===== config.mk =====
export PLATFORM = sky130hd
export DESIGN_NAME = mux_rr_arbiter_flat
export DESIGN_NICKNAME = d
export VERILOG_FILES = /design/src/rtl/mux_rr_arbiter_pkg.sv /design/src/rtl/mux_rr_arbiter_if.sv /design/src/rtl/mux_rr_arbiter_mux16_sel.sv /design/src/rtl/mux_rr_arbiter.sv /design/src/flat_wrapper.sv
export SDC_FILE = /design/constraint.sdc
export NUM_CORES = 1
export LEC_CHECK = 0
export BUFFER_PORTS_ARGS = -buffer_cell sky130_fd_sc_hd__clkbuf_2
export CORE_MARGIN = 4
export CORE_UTILIZATION = 45
export DETAILED_ROUTE_END_ITERATION = 10
export RECOVER_POWER = 50
export SLEW_MARGIN = 15
export SYNTH_ARGS = -nofsm -noshare
export SYNTH_HDL_FRONTEND = slang
export SYNTH_HIERARCHICAL = 1
export SYNTH_SLANG_ARGS = --single-unit

===== constraint.sdc =====
create_clock -name clk -period 13.5 [get_ports clk]
set_input_delay 0 -clock clk [delete_from_list [all_inputs] [get_ports clk]]
set_output_delay 0 -clock clk [all_outputs]
set_load 0.03 [all_outputs]

===== src/rtl/mux_rr_arbiter_pkg.sv =====
// Shared constants, state encoding and the round-robin search helper
// for the 16-way muxed round-robin arbiter.
package mux_rr_arbiter_pkg;

    localparam int N_REQ         = 16;
    localparam int SEL_W         = 4;
    localparam int CNT_W         = 4;
    localparam int DEFAULT_BURST = 4;

    typedef enum logic {
        IDLE = 1'b0,
        BUSY = 1'b1
    } state_e;

    typedef struct packed {
        logic             found;
        logic [SEL_W-1:0] idx;
    } rr_pick_t;

    // Walks offsets from the far end back toward ptr so the last hit kept
    // is the first set request at or after ptr in circular order.
    function automatic rr_pick_t rr_pick(input logic [N_REQ-1:0] req,
                                         input logic [SEL_W-1:0] ptr);
        rr_pick_t         pick;
        logic [SEL_W-1:0] idx;
        pick = '0;
        for (int k = N_REQ - 1; k >= 0; k--) begin
            idx = ptr + SEL_W'(k);
            if (req[idx]) begin
                pick.found = 1'b1;
                pick.idx   = idx;
            end
        end
        return pick;
    endfunction

    function automatic logic mux4(input logic [3:0] d, input logic [1:0] sel);
        logic y;
        case (sel)
            2'd0:    y = d[0];
            2'd1:    y = d[1];
            2'd2:    y = d[2];
            default: y = d[3];
        endcase
        return y;
    endfunction

endpackage


===== src/rtl/mux_rr_arbiter_if.sv =====
// Requester-side bundle: request/data lines in, grant/select/channel out.
interface mux_rr_arbiter_if;
    import mux_rr_arbiter_pkg::*;

    logic [N_REQ-1:0] req;
    logic [N_REQ-1:0] w;
    logic [N_REQ-1:0] gnt;
    logic [SEL_W-1:0] s;
    logic             f;
    logic             valid;

    modport master (
        output req,
        output w,
        input  gnt,
        input  s,
        input  f,
        input  valid
    );

    modport slave (
        input  req,
        input  w,
        output gnt,
        output s,
        output f,
        output valid
    );

endinterface


===== src/rtl/mux_rr_arbiter_mux16_sel.sv =====
// 16:1 single-bit channel mux, built as a two-level tree of 4:1 muxes
// (low select bits pick within each group, high bits pick the group).
module mux16_sel
    import mux_rr_arbiter_pkg::*;
(
    input  logic [N_REQ-1:0] w,
    input  logic [SEL_W-1:0] s,
    output logic             f
);

    logic [3:0] lvl1;

    for (genvar j = 0; j < 4; j++) begin : g_lvl1
        assign lvl1[j] = mux4(w[4*j +: 4], s[1:0]);
    end

    assign f = mux4(lvl1, s[3:2]);

endmodule


===== src/rtl/mux_rr_arbiter.sv =====
// Round-robin arbiter over 16 requesters with a per-grant burst limit;
// the current grantee's data bit is steered onto the shared channel f.
module mux_rr_arbiter
    import mux_rr_arbiter_pkg::*;
#(
    parameter int BURST = DEFAULT_BURST
)
(
    input  logic             clk,
    input  logic             rst,
    mux_rr_arbiter_if.slave  bus
);

    localparam logic [CNT_W-1:0] BURST_CNT = CNT_W'(BURST);

    state_e           state_q, state_d;
    logic [SEL_W-1:0] ptr_q,   ptr_d;
    logic [SEL_W-1:0] s_q,     s_d;
    logic [CNT_W-1:0] cnt_q,   cnt_d;

    logic [SEL_W-1:0] next_ptr;
    rr_pick_t         pick_idle;
    rr_pick_t         pick_rel;

    // On release the search restarts just past the grantee, so a sole
    // requester that is still asking wraps back around to itself.
    assign next_ptr  = s_q + 1'b1;
    assign pick_idle = rr_pick(bus.req, ptr_q);
    assign pick_rel  = rr_pick(bus.req, next_ptr);

    always_comb begin
        state_d = state_q;
        ptr_d   = ptr_q;
        s_d     = s_q;
        cnt_d   = cnt_q;
        case (state_q)
            IDLE: begin
                if (pick_idle.found) begin
                    state_d = BUSY;
                    s_d     = pick_idle.idx;
                    cnt_d   = 4'd1;
                end
            end
            BUSY: begin
                if (bus.req[s_q] && (cnt_q < BURST_CNT)) begin
                    cnt_d = cnt_q + 4'd1;
                end else begin
                    ptr_d = next_ptr;
                    if (pick_rel.found) begin
                        s_d   = pick_rel.idx;
                        cnt_d = 4'd1;
                    end else begin
                        state_d = IDLE;
                        cnt_d   = 4'd0;
                    end
                end
            end
            default: state_d = IDLE;
        endcase
    end

    always_ff @(posedge clk) begin
        if (rst) begin
            state_q <= IDLE;
            ptr_q   <= '0;
            s_q     <= '0;
            cnt_q   <= '0;
        end else begin
            state_q <= state_d;
            ptr_q   <= ptr_d;
            s_q     <= s_d;
            cnt_q   <= cnt_d;
        end
    end

    assign bus.valid = (state_q == BUSY);
    assign bus.gnt   = (state_q == BUSY) ? (N_REQ'(1) << s_q) : '0;
    assign bus.s     = s_q;

    mux16_sel u_mux (
        .w (bus.w),
        .s (s_q),
        .f (bus.f)
    );

endmodule


===== src/flat_wrapper.sv =====
// flat-port wrapper written by rule: the top's interface ports become plain ports
module mux_rr_arbiter_flat import mux_rr_arbiter_pkg::*;
#(
    parameter int BURST = DEFAULT_BURST
)
  (clk, rst, bus_req, bus_w, bus_gnt, bus_s, bus_f, bus_valid);
  mux_rr_arbiter_if bus_i ();
  input  logic clk;
  input  logic rst;
  input wire logic [$bits(bus_i.req)-1:0] bus_req;
  input wire logic [$bits(bus_i.w)-1:0] bus_w;
  output wire logic [$bits(bus_i.gnt)-1:0] bus_gnt;
  output wire logic [$bits(bus_i.s)-1:0] bus_s;
  output wire logic [$bits(bus_i.f)-1:0] bus_f;
  output wire logic [$bits(bus_i.valid)-1:0] bus_valid;
  assign bus_i.req = bus_req;
  assign bus_i.w = bus_w;
  assign bus_gnt = bus_i.gnt;
  assign bus_s = bus_i.s;
  assign bus_f = bus_i.f;
  assign bus_valid = bus_i.valid;
  mux_rr_arbiter #(.BURST(BURST)) u_core (.clk(clk), .rst(rst), .bus(bus_i));
endmodule

### Word-level counts from Yosys, hierarchy flattened

Cells that the tools add are included.

* add/subtract/negate cells: 32
* magnitude comparators: 34
* equal/unequal tests: 7
* shift operators: 1
* mux-type cells: 116
* bitwise logic cells: 2
* reduce and logical (&&, ||, !) cells: 5

Operators with widths (count)
* $lt 4x5->1 const B: 33
* $mux 5: 32
* $bmux 1 s4: 33
* $add 4x4->4 const B: 16
* $mux 1: 37
* $add 4x3->4 const B: 8
* $mux 4: 5
* $add 4x1->4 const B: 4
* $add 4x2->4 const B: 4
* $mux 16: 1
* $pmux 4 s2: 2
* $shl 1x4->16 const A: 1
* $pmux 1 s3: 5
* $eq 2x1->1 const B: 2
* $eq 2x2->1 const B: 2
* $logic_not 2->1: 2
* $lt 4x3->1 const B: 1
* $ne 2x2->1 const B: 2
* $reduce_and 3->1: 1
* $ne 2x1->1 const B: 1
* $not 1->1: 2
* $pmux 1 s2: 1
* $reduce_and 2->1: 1
* $logic_and 1x1->1: 1

* bits in registers: 13
* input bits: 34
* output and inout port bits: 22
* word-level logic and storage cells: 201

### Logic depth before layout (Yosys ltp)

Gate-level depths: netlist of the first run.

* word-level depth: 23
* mapped depth: 17
* depth with buffers taken out: 11

### Hierarchy

The synthesis of the first run kept the hierarchy.

Modules (own cells, without submodules)
* mux_rr_arbiter: instances 1, cells each 664, area each 5636.7 µm², sequential area each 260.2 µm²
* mux16_sel: instances 1, cells each 5, area each 127.6 µm², sequential area each 0.0 µm²

### Least setup slack after synthesis of the first run

OpenSTA, ideal clock, no wires.

* path kind: register -> register
* start point: register u_core.ptr_q[0]
* end point: register u_core.s_q[2], in the netlist u_core/bus.s[2]
* library setup time: 0.101 ns
* data arrival time: 4.465 ns
* data required time: 13.399 ns
* setup slack: 8.934 ns
* stages on the path, launching flop included: 16
* buffers on the path: 5
* cells stage by stage: dfxtp_1 -> buf_6 -> buf_4 -> buf_2 -> buf_2 -> inv_1 -> ha_1 -> buf_6 -> mux4_2 -> mux4_2 -> or4b_4 -> or4_4 -> nor2_8 -> a211oi_4 -> or3_1 -> o41ai_1

* longest elaborated chain between the ends: 21
* elaborated cells on any way between the ends: 67

RTL lines
* from (decl): RTL line mux_rr_arbiter.sv:17 `logic [SEL_W-1:0] ptr_q, ptr_d;`
* from (signal assigned): RTL line mux_rr_arbiter.sv:70 `ptr_q <= ptr_d;`
* $add 4x4->4: RTL line mux_rr_arbiter_pkg.sv:28 `idx = ptr + SEL_W'(k);`
* $bmux 1 s4: RTL line mux_rr_arbiter_pkg.sv:29 `if (req[idx]) begin`
* $mux 1 (not written as such): RTL line mux_rr_arbiter_pkg.sv:29
* $mux 5 (15 in series): RTL line mux_rr_arbiter_pkg.sv:29
* $mux 5 (*): RTL line mux_rr_arbiter_pkg.sv:29
* $mux 4 or $ne 2x1->1 (tied branches)
* $pmux 4 s2 or $reduce_and 3->1 (tied branches)
* to (signal assigned): RTL line mux_rr_arbiter.sv:66 `s_q <= '0;`
* to (signal assigned): RTL line mux_rr_arbiter.sv:71 `s_q <= s_d;`
* to (decl): RTL line mux_rr_arbiter.sv:18 `logic [SEL_W-1:0] s_q, s_d;`

Every way passes the cells marked *; elsewhere a longest branch is shown, timed or not. The select of a mux whose other input is x is not followed.
A chain may end at the register's enable or synchronous reset.

### Worst setup path in the final report of the first run

* start point: register u_core.s_q[0], in the netlist u_core/bus.s[0]
* end point: register u_core.s_q[2], in the netlist u_core/bus.s[2]

* longest elaborated chain between the ends: 23
* elaborated cells on any way between the ends: 73

RTL lines
* $add 4x1->4 (*): RTL line mux_rr_arbiter.sv:27 `assign next_ptr = s_q + 1'b1;`
* net u_core.next_ptr[0]: RTL line mux_rr_arbiter.sv:21 `logic [SEL_W-1:0] next_ptr;`
* $add 4x4->4: RTL line mux_rr_arbiter_pkg.sv:28
* $bmux 1 s4: RTL line mux_rr_arbiter_pkg.sv:29
* $mux 1 (not written as such): RTL line mux_rr_arbiter_pkg.sv:29
* $mux 5 (15 in series): RTL line mux_rr_arbiter_pkg.sv:29
* $mux 5 (*): RTL line mux_rr_arbiter_pkg.sv:29
* $mux 4: RTL line mux_rr_arbiter.sv:49 `if (pick_rel.found) begin`
* $mux 4: RTL line mux_rr_arbiter.sv:45 `if (bus.req[s_q] && (cnt_q < BURST_CNT)) begin`
* $pmux 4 s2: RTL line mux_rr_arbiter.sv:36 `case (state_q)`

Mark *: on every way through the listed nets, which the timed path passes. The rest lies on a longest branch. The select of a mux whose other input is x is not followed.

==> results.sh, run 1 <==
export IMPL_status="finished with violations"
export IMPL_violations="capacitance limit, slew limit"
export IMPL_cts_tree="built"
export IMPL_port_buffers=55
export IMPL_hold_buffers=0
export IMPL_start_util=0.459
export IMPL_cp_cell_sequence="clkbuf_1 -> inv_1 -> ha_1 -> buf_4 -> inv_1 -> mux2_2 -> mux4_2 -> or4bb_4 -> nor4_4 -> a211oi_4 -> or3_1 -> o41ai_1"
export IMPL_pre_cts_slack_ps=8420
export IMPL_fin_crit_ps=7270
export IMPL_die_area_um2=14700
export IMPL_grt_pass1_wl_mm=32.2
export IMPL_ys_flop_type="dfxtp_1"
export IMPL_clk_insertion_delay_late_ps=240
export IMPL_die_w_um=121
export IMPL_grt_max_degree=59
export IMPL_fp_row_count=41
export IMPL_cts_sinks=13
export IMPL_cts_resized=0
export IMPL_wl_per_cell_um=24.1
export IMPL_worst_hold_slack_ps=157
export IMPL_synthTopCellsByArea="mux4_2, mux2i_1, mux2_2"
export IMPL_grt_pass1_vias=5652
export IMPL_synth_top_area_share=0.195
export IMPL_ys_seq_area_frac=0.0451
export IMPL_num_antenna_cells=0
export IMPL_area_growth_pct=5.90
export IMPL_yosys_area_top_type="mux4_2"
export IMPL_io_pins=56
export IMPL_register_area_um2=263
export IMPL_drt_pass1_iter_count=5
export IMPL_worstPathRequired_ps=13610
export IMPL_end_kind="flop"
export IMPL_postLayoutCellArea_um2=6100
export IMPL_syn_nets=719
export IMPL_synth_edf_count=0
export IMPL_critPathBufInv=4
export IMPL_worst_slack_ps=6230
export IMPL_max_stage_delay_ps=2140
export IMPL_synthDistinctLibCells=88
export IMPL_period_share=0.538
export IMPL_start_kind="flop"
export IMPL_drt_vias_per_instance=7.01
export IMPL_syn_inst=669
export IMPL_timing_fmax_mhz=138
export IMPL_critPathTopFamily="buffers and inverters"
export IMPL_drive_gt1_frac=0.245
export IMPL_drv_cap=1
export IMPL_crit_path_frequent_cell="inv_1"
export IMPL_post_cts_buffers=0
export IMPL_ant_nets=0
export IMPL_cts_root_buffer="clkbuf_16"
export IMPL_coreArea_um2=12600
export IMPL_antenna_found_initial=0
export IMPL_place_gp_congestion=0.938
export IMPL_finalSetupTns_ps=0
export IMPL_dp_hpwl_mm=15.4
export IMPL_drv_slew=59
export IMPL_path_class="reg -> reg"
export IMPL_drt_iter0_drc=570
export IMPL_finalHoldViolCount=0
export IMPL_fin_skew_ps=2.44
export IMPL_rsz0062_at_grt="no"
export IMPL_synth_most_common_cell="nand2_1"
export IMPL_crit_path_top_delay_cell="clkbuf_1"
export IMPL_nNetsFinal=738
export IMPL_gr_total_overflow=0
export IMPL_ctsLongestPathBuffers=2
export IMPL_maxSlewHeadroom=-1.03
export IMPL_synthArstFlopShare=0
export IMPL_cts_buffers_inserted=3
export IMPL_yosysWarnings=6
export IMPL_synth_avg_cell_area_um2=8.62
export IMPL_clkTransAtPathRegs_ps=40
export IMPL_min_path_type="in -> reg"
export IMPL_yosys_top_cells_count="nand2_1, nor2_1, mux2i_1"
export IMPL_crit_path_max_fanout=58
export IMPL_fillCellCount=1240
export IMPL_totalWireLength_mm=20.7
export IMPL_drc_errors=0
export IMPL_ys_seq_elements=13
export IMPL_htree_levels=1
export IMPL_placed_area_um2=6050
export IMPL_track_usage=0.276
export IMPL_die_y_um=121
export IMPL_worstPathArrival_ps=7380
export IMPL_synth_area_um2=5760
export IMPL_tightest_slew_ps=3040
export IMPL_multi_input_area_um2=5140
export IMPL_vias=6018
export IMPL_setup_viol=0
## layer usage
metal,up-vias,GRT usage,part of all wire
met5,-,0,0
met4,0,0.100,0.038
met3,54,0.0168,0.065
met2,333,0.490,0.51
met1,2968,0.353,0.39
li1,2663,-,-
## layout by cell type, fill, tap and decap left out, types with 7 or more instances in the layout
cell type / count
a211oi_1: 14
a21oi_1: 30
a22oi_1: 10
a31oi_1: 10
and3_1: 7
clkbuf_1: 17
clkbuf_2: 42
dfxtp_1: 11
ha_1: 16
inv_1: 22
mux2_1: 7
mux2_2: 35
mux2i_1: 53
mux4_2: 50
nand2_1: 64
nand2b_1: 10
nand3_1: 11
nor2_1: 55
nor2b_1: 12
nor3_1: 15
o21ai_0: 28
o22ai_1: 8
xnor2_1: 10
xor2_1: 8
## final cells by class
| cell class | instances | share of cell area |
|---|---|---|
| clock buffers | 4 | 0.0129 |
| inverters | 24 | 0.0148 |
| multi-input cells | 582 | 0.842 |
| flip-flops and latches | 13 | 0.0430 |
| well taps | 172 | 0.0353 |
| repair buffers | 64 | 0.0516 |
## flip-flops by register name, indices dropped and copies added, names as in the netlist
name              flops
u_core/bus.s          4
u_core/bus.valid      1
u_core/cnt_q          4
u_core/ptr_q          4
## worst paths after layout
| check | from | end | slack [ps] | cells past startpoint |
|---|---|---|---|---|
| max | u_core/bus.s[0] | u_core/bus.s[2] | 6230 | 12 |
| min | rst | u_core/bus.s[0] | 160 | 2 |
| min reg2reg | u_core/cnt_q[3] | u_core/cnt_q[3] | 490 | 1 |
| max reg2reg | u_core/bus.s[0] | u_core/bus.s[2] | 6230 | 12 |
## stage by stage
stage	instances	utilization
after global routing	859	0.486
after floorplan	669	-
after detailed placement	855	0.482
after global placement	855	0.482
final	859	0.486
after CTS	859	0.488
## cells by family after synthesis
family                   count (synthesis)  synth area share
multiplexers                           157             0.410
AND/OR/NAND/NOR                        212             0.188
flip-flops                              13            0.0451
XOR/XNOR                                23            0.0447
AO/OA/AOI/OAI                          174             0.214
buffers and inverters                   74            0.0627
adder cells (fa/ha/maj)                 16            0.0347
Power of run 1 is left out: the tool's default activity adds up to more than one toggle a clock period on the data nets, which glitch-free logic cannot reach.
==> run 2: changes to the inputs <==
==> constraint.sdc (replaced) <==
create_clock -name clk -period 7.5 [get_ports clk]
set_input_delay 0 -clock clk [delete_from_list [all_inputs] [get_ports clk]]
set_output_delay 0 -clock clk [all_outputs]
set_load 0.03 [all_outputs]
==> results.sh, run 2 (same netlist as run 1, synthesis figures left out) <==
export IMPL_cts_root_buffer="clkbuf_16"
export IMPL_tightest_slew_ps=1290
export IMPL_status="completed"
export IMPL_endpoint="u_core/bus.s[2]"
export IMPL_path_class="reg -> reg"
export IMPL_vias=5900
export IMPL_grt_pass1_wl_mm=32.0
export IMPL_area_growth_pct=6.01
export IMPL_htree_levels=1
export IMPL_rr_worst_depth=13
export IMPL_period_share=0.699
export IMPL_place_gp_congestion=1.03
export IMPL_regToRegSetupSlack_ps=2260
export IMPL_drc_errors=0
export IMPL_max_stage_delay_ps=660
export IMPL_port_buffers=55
export IMPL_r2r_start="u_core/bus.s[0]"
export IMPL_critPathBufInv=3
export IMPL_fillCellCount=1257
export IMPL_crit_start="u_core/bus.s[0]"
export IMPL_track_usage=0.276
export IMPL_worstPathRequired_ps=7640
export IMPL_crit_path_max_fanout=44
export IMPL_postLayoutCellArea_um2=6110
export IMPL_cts_buffers_inserted=3
export IMPL_ant_nets=0
export IMPL_setup_viol=0
export IMPL_drt_pass1_iter_count=5
export IMPL_crit_path_frequent_cell="buf_4"
export IMPL_critPathTopFamily="simple AND/OR/NAND/NOR gates"
export IMPL_num_antenna_cells=0
export IMPL_rsz0062_at_grt="no"
export IMPL_grt_pass1_vias=5731
export IMPL_worst_hold_slack_ps=141
export IMPL_cts_sinks=13
export IMPL_nNetsFinal=738
export IMPL_cp_num_cells=13
export IMPL_finalSetupTns_ps=0
export IMPL_dp_hpwl_mm=15.6
export IMPL_layout_commonest_cell="nand2_1"
export IMPL_drive_gt1_frac=0.246
export IMPL_cts_tree="built"
export IMPL_antenna_found_initial=1
export IMPL_post_cts_buffers=0
export IMPL_start_kind="flop"
export IMPL_worstPathArrival_ps=5390
export IMPL_clkTransAtPathRegs_ps=40
export IMPL_drt_iter0_drc=629
export IMPL_maxSlewHeadroom=0.137
export IMPL_fp_row_count=41
export IMPL_final_cell_mix="nand2_1, nor2_1, mux2i_1, mux4_2, clkbuf_2"
export IMPL_drv_cap=0
export IMPL_clk_insertion_delay_late_ps=240
export IMPL_finalHoldViolCount=0
export IMPL_crit_path_top_delay_cell="dfxtp_1"
export IMPL_grt_max_degree=45
export IMPL_io_pins=56
export IMPL_start_util=0.459
export IMPL_hold_buffers=0
export IMPL_drt_vias_per_instance=6.87
export IMPL_totalWireLength_mm=20.6
export IMPL_cts_resized=0
export IMPL_min_path_type="in -> reg"
export IMPL_end_kind="flop"
export IMPL_fin_crit_ps=5240
export IMPL_placed_area_um2=6050
export IMPL_timing_rr_end="u_core/bus.s[2]"
export IMPL_die_w_um=121
export IMPL_wl_per_cell_um=24.0
export IMPL_register_area_um2=262
export IMPL_multi_input_area_um2=5140
export IMPL_die_y_um=121
export IMPL_die_area_um2=14700
export IMPL_ctsLongestPathBuffers=2
export IMPL_fin_skew_ps=0.613
export IMPL_coreArea_um2=12600
export IMPL_gr_total_overflow=0
export IMPL_drv_slew=0
export IMPL_cp_cell_sequence="buf_4 -> inv_1 -> ha_1 -> buf_4 -> nand2_1 -> a22oi_1 -> xor2_1 -> mux4_2 -> or4bb_4 -> nor4_4 -> a211oi_4 -> or3_1 -> o41ai_1"
export IMPL_timing_fmax_mhz=191
## run 2: cell types whose count changed in the layout (fill, tap and decap cells not counted), sizes merged
cell / delta
buf: +2
clkbuf: -2
## run 2: cell type report
cell class,count,share of cell area
clock buffer,4,0.0129
timing repair buffer,64,0.0528
tap,172,0.0352
inverter,24,0.0147
sequential,13,0.0428
multi-input combinational,582,0.842
## run 2: worst min path at each step
stage               slack (ps)  cells past startpoint  startpoint              end
floorplan                   80                      1         rst  u_core/cnt_q[3]
global placement           390                      2         rst  u_core/bus.s[0]
detailed placement         390                      2         rst  u_core/bus.s[0]
CTS                        130                      2         rst  u_core/bus.s[0]
global route               170                      2         rst  u_core/bus.s[0]
finish                     140                      2         rst  u_core/bus.s[0]
## run 2: layer usage
metal,track usage,part of all wire,vias up,wire [um]
met3,0.0186,0.058,59,1190
li1,-,-,2652,-
met2,0.487,0.51,250,10400
met5,0,0.00058,-,12
met4,0.119,0.040,2,823
met1,0.348,0.39,2937,8130
## run 2: worst reg2reg max path: stages, from the launching register on
cell and delay (ps):
dfxtp_1 660, buf_4 590, inv_1 310, ha_1 350, buf_4 400, nand2_1 200, a22oi_1 210, xor2_1 610
mux4_2 480, or4bb_4 560, nor4_4 220, a211oi_4 150, or3_1 350, o41ai_1 60
## run 2: stage by stage
| stage | util | setup WS (ps) | std cells |
|---|---|---|---|
| final | 0.486 | 2260 | 859 |
| after global routing | 0.486 | 1940 | 859 |
| after CTS | 0.488 | 2610 | 859 |
| after detailed placement | 0.482 | 2610 | 855 |
| after global placement | 0.482 | 2710 | 855 |
| after floorplan | - | 2930 | 669 |
Power of run 2 is left out for the same reason.
==> run 3: changes to the inputs <==
--- a/config.mk
+++ b/config.mk
@@ -5,6 +5,7 @@
 export SDC_FILE = /design/constraint.sdc
 export NUM_CORES = 1
 export LEC_CHECK = 0
+export ABC_AREA = 1
 export BUFFER_PORTS_ARGS = -buffer_cell sky130_fd_sc_hd__clkbuf_2
 export CORE_MARGIN = 4
 export CORE_UTILIZATION = 45
==> constraint.sdc (replaced) <==
create_clock -name clk -period 5 [get_ports clk]
set_input_delay 0 -clock clk [delete_from_list [all_inputs] [get_ports clk]]
set_output_delay 0 -clock clk [all_outputs]
set_load 0.03 [all_outputs]
==> results.sh, run 3 <==
export IMPL_min_from="rst"
export IMPL_coreArea_um2=8890
export IMPL_status="completed"
export IMPL_syn_inst=870
export IMPL_io_pins=56
export IMPL_cts_tree="built"
export IMPL_place_gp_congestion=1.08
export IMPL_drt_vias_per_instance=5.84
export IMPL_finalHoldViolCount=0
export IMPL_die_w_um=105
export IMPL_wl_per_cell_um=16.4
export IMPL_setup_viol=0
export IMPL_period_share=0.825
export IMPL_timing_fmax_mhz=243
export IMPL_r2r_start="u_core/bus.s[0]"
export IMPL_antenna_found_initial=0
export IMPL_gr_total_overflow=0
export IMPL_end_kind="flop"
export IMPL_cts_root_buffer="clkbuf_8"
export IMPL_cts_sinks=13
export IMPL_yosysWarnings=6
export IMPL_tightest_slew_ps=823
export IMPL_ys_flop_type="dfxtp_1"
export IMPL_ctsLongestPathBuffers=2
export IMPL_rr_worst_depth=18
export IMPL_die_area_um2=10900
export IMPL_min_path_type="in -> reg"
export IMPL_grt_pass1_vias=5115
export IMPL_grt_pass1_wl_mm=26.3
export IMPL_worstPathRequired_ps=5140
export IMPL_crit_path_max_fanout=36
export IMPL_clk_insertion_delay_late_ps=240
export IMPL_worstPathArrival_ps=4270
export IMPL_drt_iter0_drc=775
export IMPL_drive_gt1_frac=0.0885
export IMPL_nNetsFinal=966
export IMPL_htree_levels=1
export IMPL_synthTopCellsByArea="nand2_1, nand3_1, a21oi_1"
export IMPL_final_cell_mix="nand2_1, nand3_1, inv_1, a21oi_1, nor2_1"
export IMPL_drv_slew=0
export IMPL_clkTransAtPathRegs_ps=60
export IMPL_yosys_area_top_type="nand2_1"
export IMPL_drc_errors=0
export IMPL_die_y_um=105
export IMPL_rsz0062_at_grt="no"
export IMPL_dp_hpwl_mm=13.4
export IMPL_synth_most_common_cell="nand2_1"
export IMPL_cts_resized=0
export IMPL_ant_nets=0
export IMPL_syn_nets=920
export IMPL_path_class="reg -> reg"
export IMPL_maxSlewHeadroom=0.447
export IMPL_fin_crit_ps=4120
export IMPL_yosys_top_cells_count="nand2_1, nand3_1, inv_1"
export IMPL_synth_top_area_share=0.336
export IMPL_cts_buffers_inserted=3
export IMPL_fin_skew_ps=3.04
export IMPL_start_util=0.472
export IMPL_fillCellCount=1020
export IMPL_layout_commonest_cell="nand2_1"
export IMPL_hold_end="u_core/cnt_q[1]"
export IMPL_synth_edf_count=0
export IMPL_post_cts_buffers=0
export IMPL_finalSetupTns_ps=0
export IMPL_whs_path_depth=2
export IMPL_grt_max_degree=37
export IMPL_fp_row_count=34
export IMPL_synth_area_um2=4200
export IMPL_drv_cap=0
export IMPL_start_kind="flop"
export IMPL_port_buffers=55
export IMPL_num_antenna_cells=0
export IMPL_area_growth_pct=8.88
export IMPL_ys_seq_area_frac=0.0620
export IMPL_timing_rr_end="u_core/bus.s[1]"
export IMPL_hold_buffers=0
export IMPL_ys_seq_elements=13
export IMPL_synth_avg_cell_area_um2=4.83
export IMPL_synthArstFlopShare=0
export IMPL_totalWireLength_mm=16.8
export IMPL_track_usage=0.291
export IMPL_vias=5974
export IMPL_synthDistinctLibCells=35
export IMPL_drt_pass1_iter_count=6
export IMPL_regToRegSetupSlack_ps=880
## run 3: cell count changes after synthesis, moves of 35 or more
cell / change
nand2_1: +312
nand3_1: +123
inv_1: +53
mux2i_1: -53
mux4_2: -50
a21oi_1: +40
mux2_2: -35
## run 3: worst max-delay path by stage
| stage | startpoint | to | slack, ps | cells past startpoint |
|---|---|---|---|---|
| after detailed placement | u_core/bus.s[0] | u_core/bus.s[1] | 1010 | 18 |
| after global routing | u_core/bus.s[0] | u_core/bus.s[1] | 600 | 18 |
| after CTS | u_core/bus.s[0] | u_core/bus.s[1] | 950 | 18 |
| final | u_core/bus.s[0] | u_core/bus.s[1] | 880 | 18 |
| after global placement | u_core/bus.s[0] | u_core/bus.s[1] | 960 | 18 |
| after floorplan | u_core/bus.s[1] | u_core/bus.s[0] | 1680 | 15 |
## run 3: critical path: stages (launching register included)
cell	delay, ps
dfxtp_1	340
buf_4	340
ha_1	350
ha_1	460
o21ai_0	660
inv_1	220
nand3_1	120
nand2_1	70
nand2_1	140
nand2_2	120
nor2_1	150
nand4_1	130
nor4_1	200
nand4_1	160
nand2_1	110
a21oi_2	110
o21a_1	220
nand2_1	70
inv_1	40
## run 3: layout make-up
class / count / area (um^2) / area share
flip-flops and latches: 13 / 260 / 0.0569
inverters: 84 / 315 / 0.0690
multi-input cells: 750 / 3490 / 0.764
repair buffers: 64 / 323 / 0.0706
well taps: 108 / 135 / 0.0296
clock inverters: 1 / 5.00 / 0.00109
clock buffers: 3 / 41.3 / 0.00903
## run 3: kinds of logic (layout without fill, tap and decap cells)
kind of cell	after synthesis	after routing	synth area share
AO/OA/AOI/OAI	125	125	0.160
XOR/XNOR	14	14	0.0346
adder cells (fa/ha/maj)	16	16	0.0477
buffers and inverters	107	152	0.106
flip-flops	13	13	0.0620
AND/OR/NAND/NOR	595	595	0.589
## run 3: layer usage
| layer | GRT usage | part of all wire | up-vias |
|---|---|---|---|
| met1 | 0.459 | 0.46 | 2668 |
| met3 | 0.0401 | 0.13 | 17 |
| li1 | - | - | 2914 |
| met5 | 0 | 0 | - |
| met2 | 0.432 | 0.40 | 375 |
| met4 | 0.0291 | 0.011 | 0 |
## run 3: through the flow
step | setup WS, ps | cells | hold WS, ps | instance area [um^2] | utilization
finish | 877 | 1023 | 0.0176 | 4570 | 0.514
global route | 603 | 1023 | 14.1 | 4570 | 0.514
CTS | 950 | 1023 | 2.34 | 4590 | 0.516
detailed placement | 1010 | 1019 | 261 | 4550 | 0.511
global placement | 964 | 1019 | 255 | 4550 | 0.511
floorplan | 1680 | 870 | 69.1 | 4200 | -
Power of run 3 is left out for the same reason.
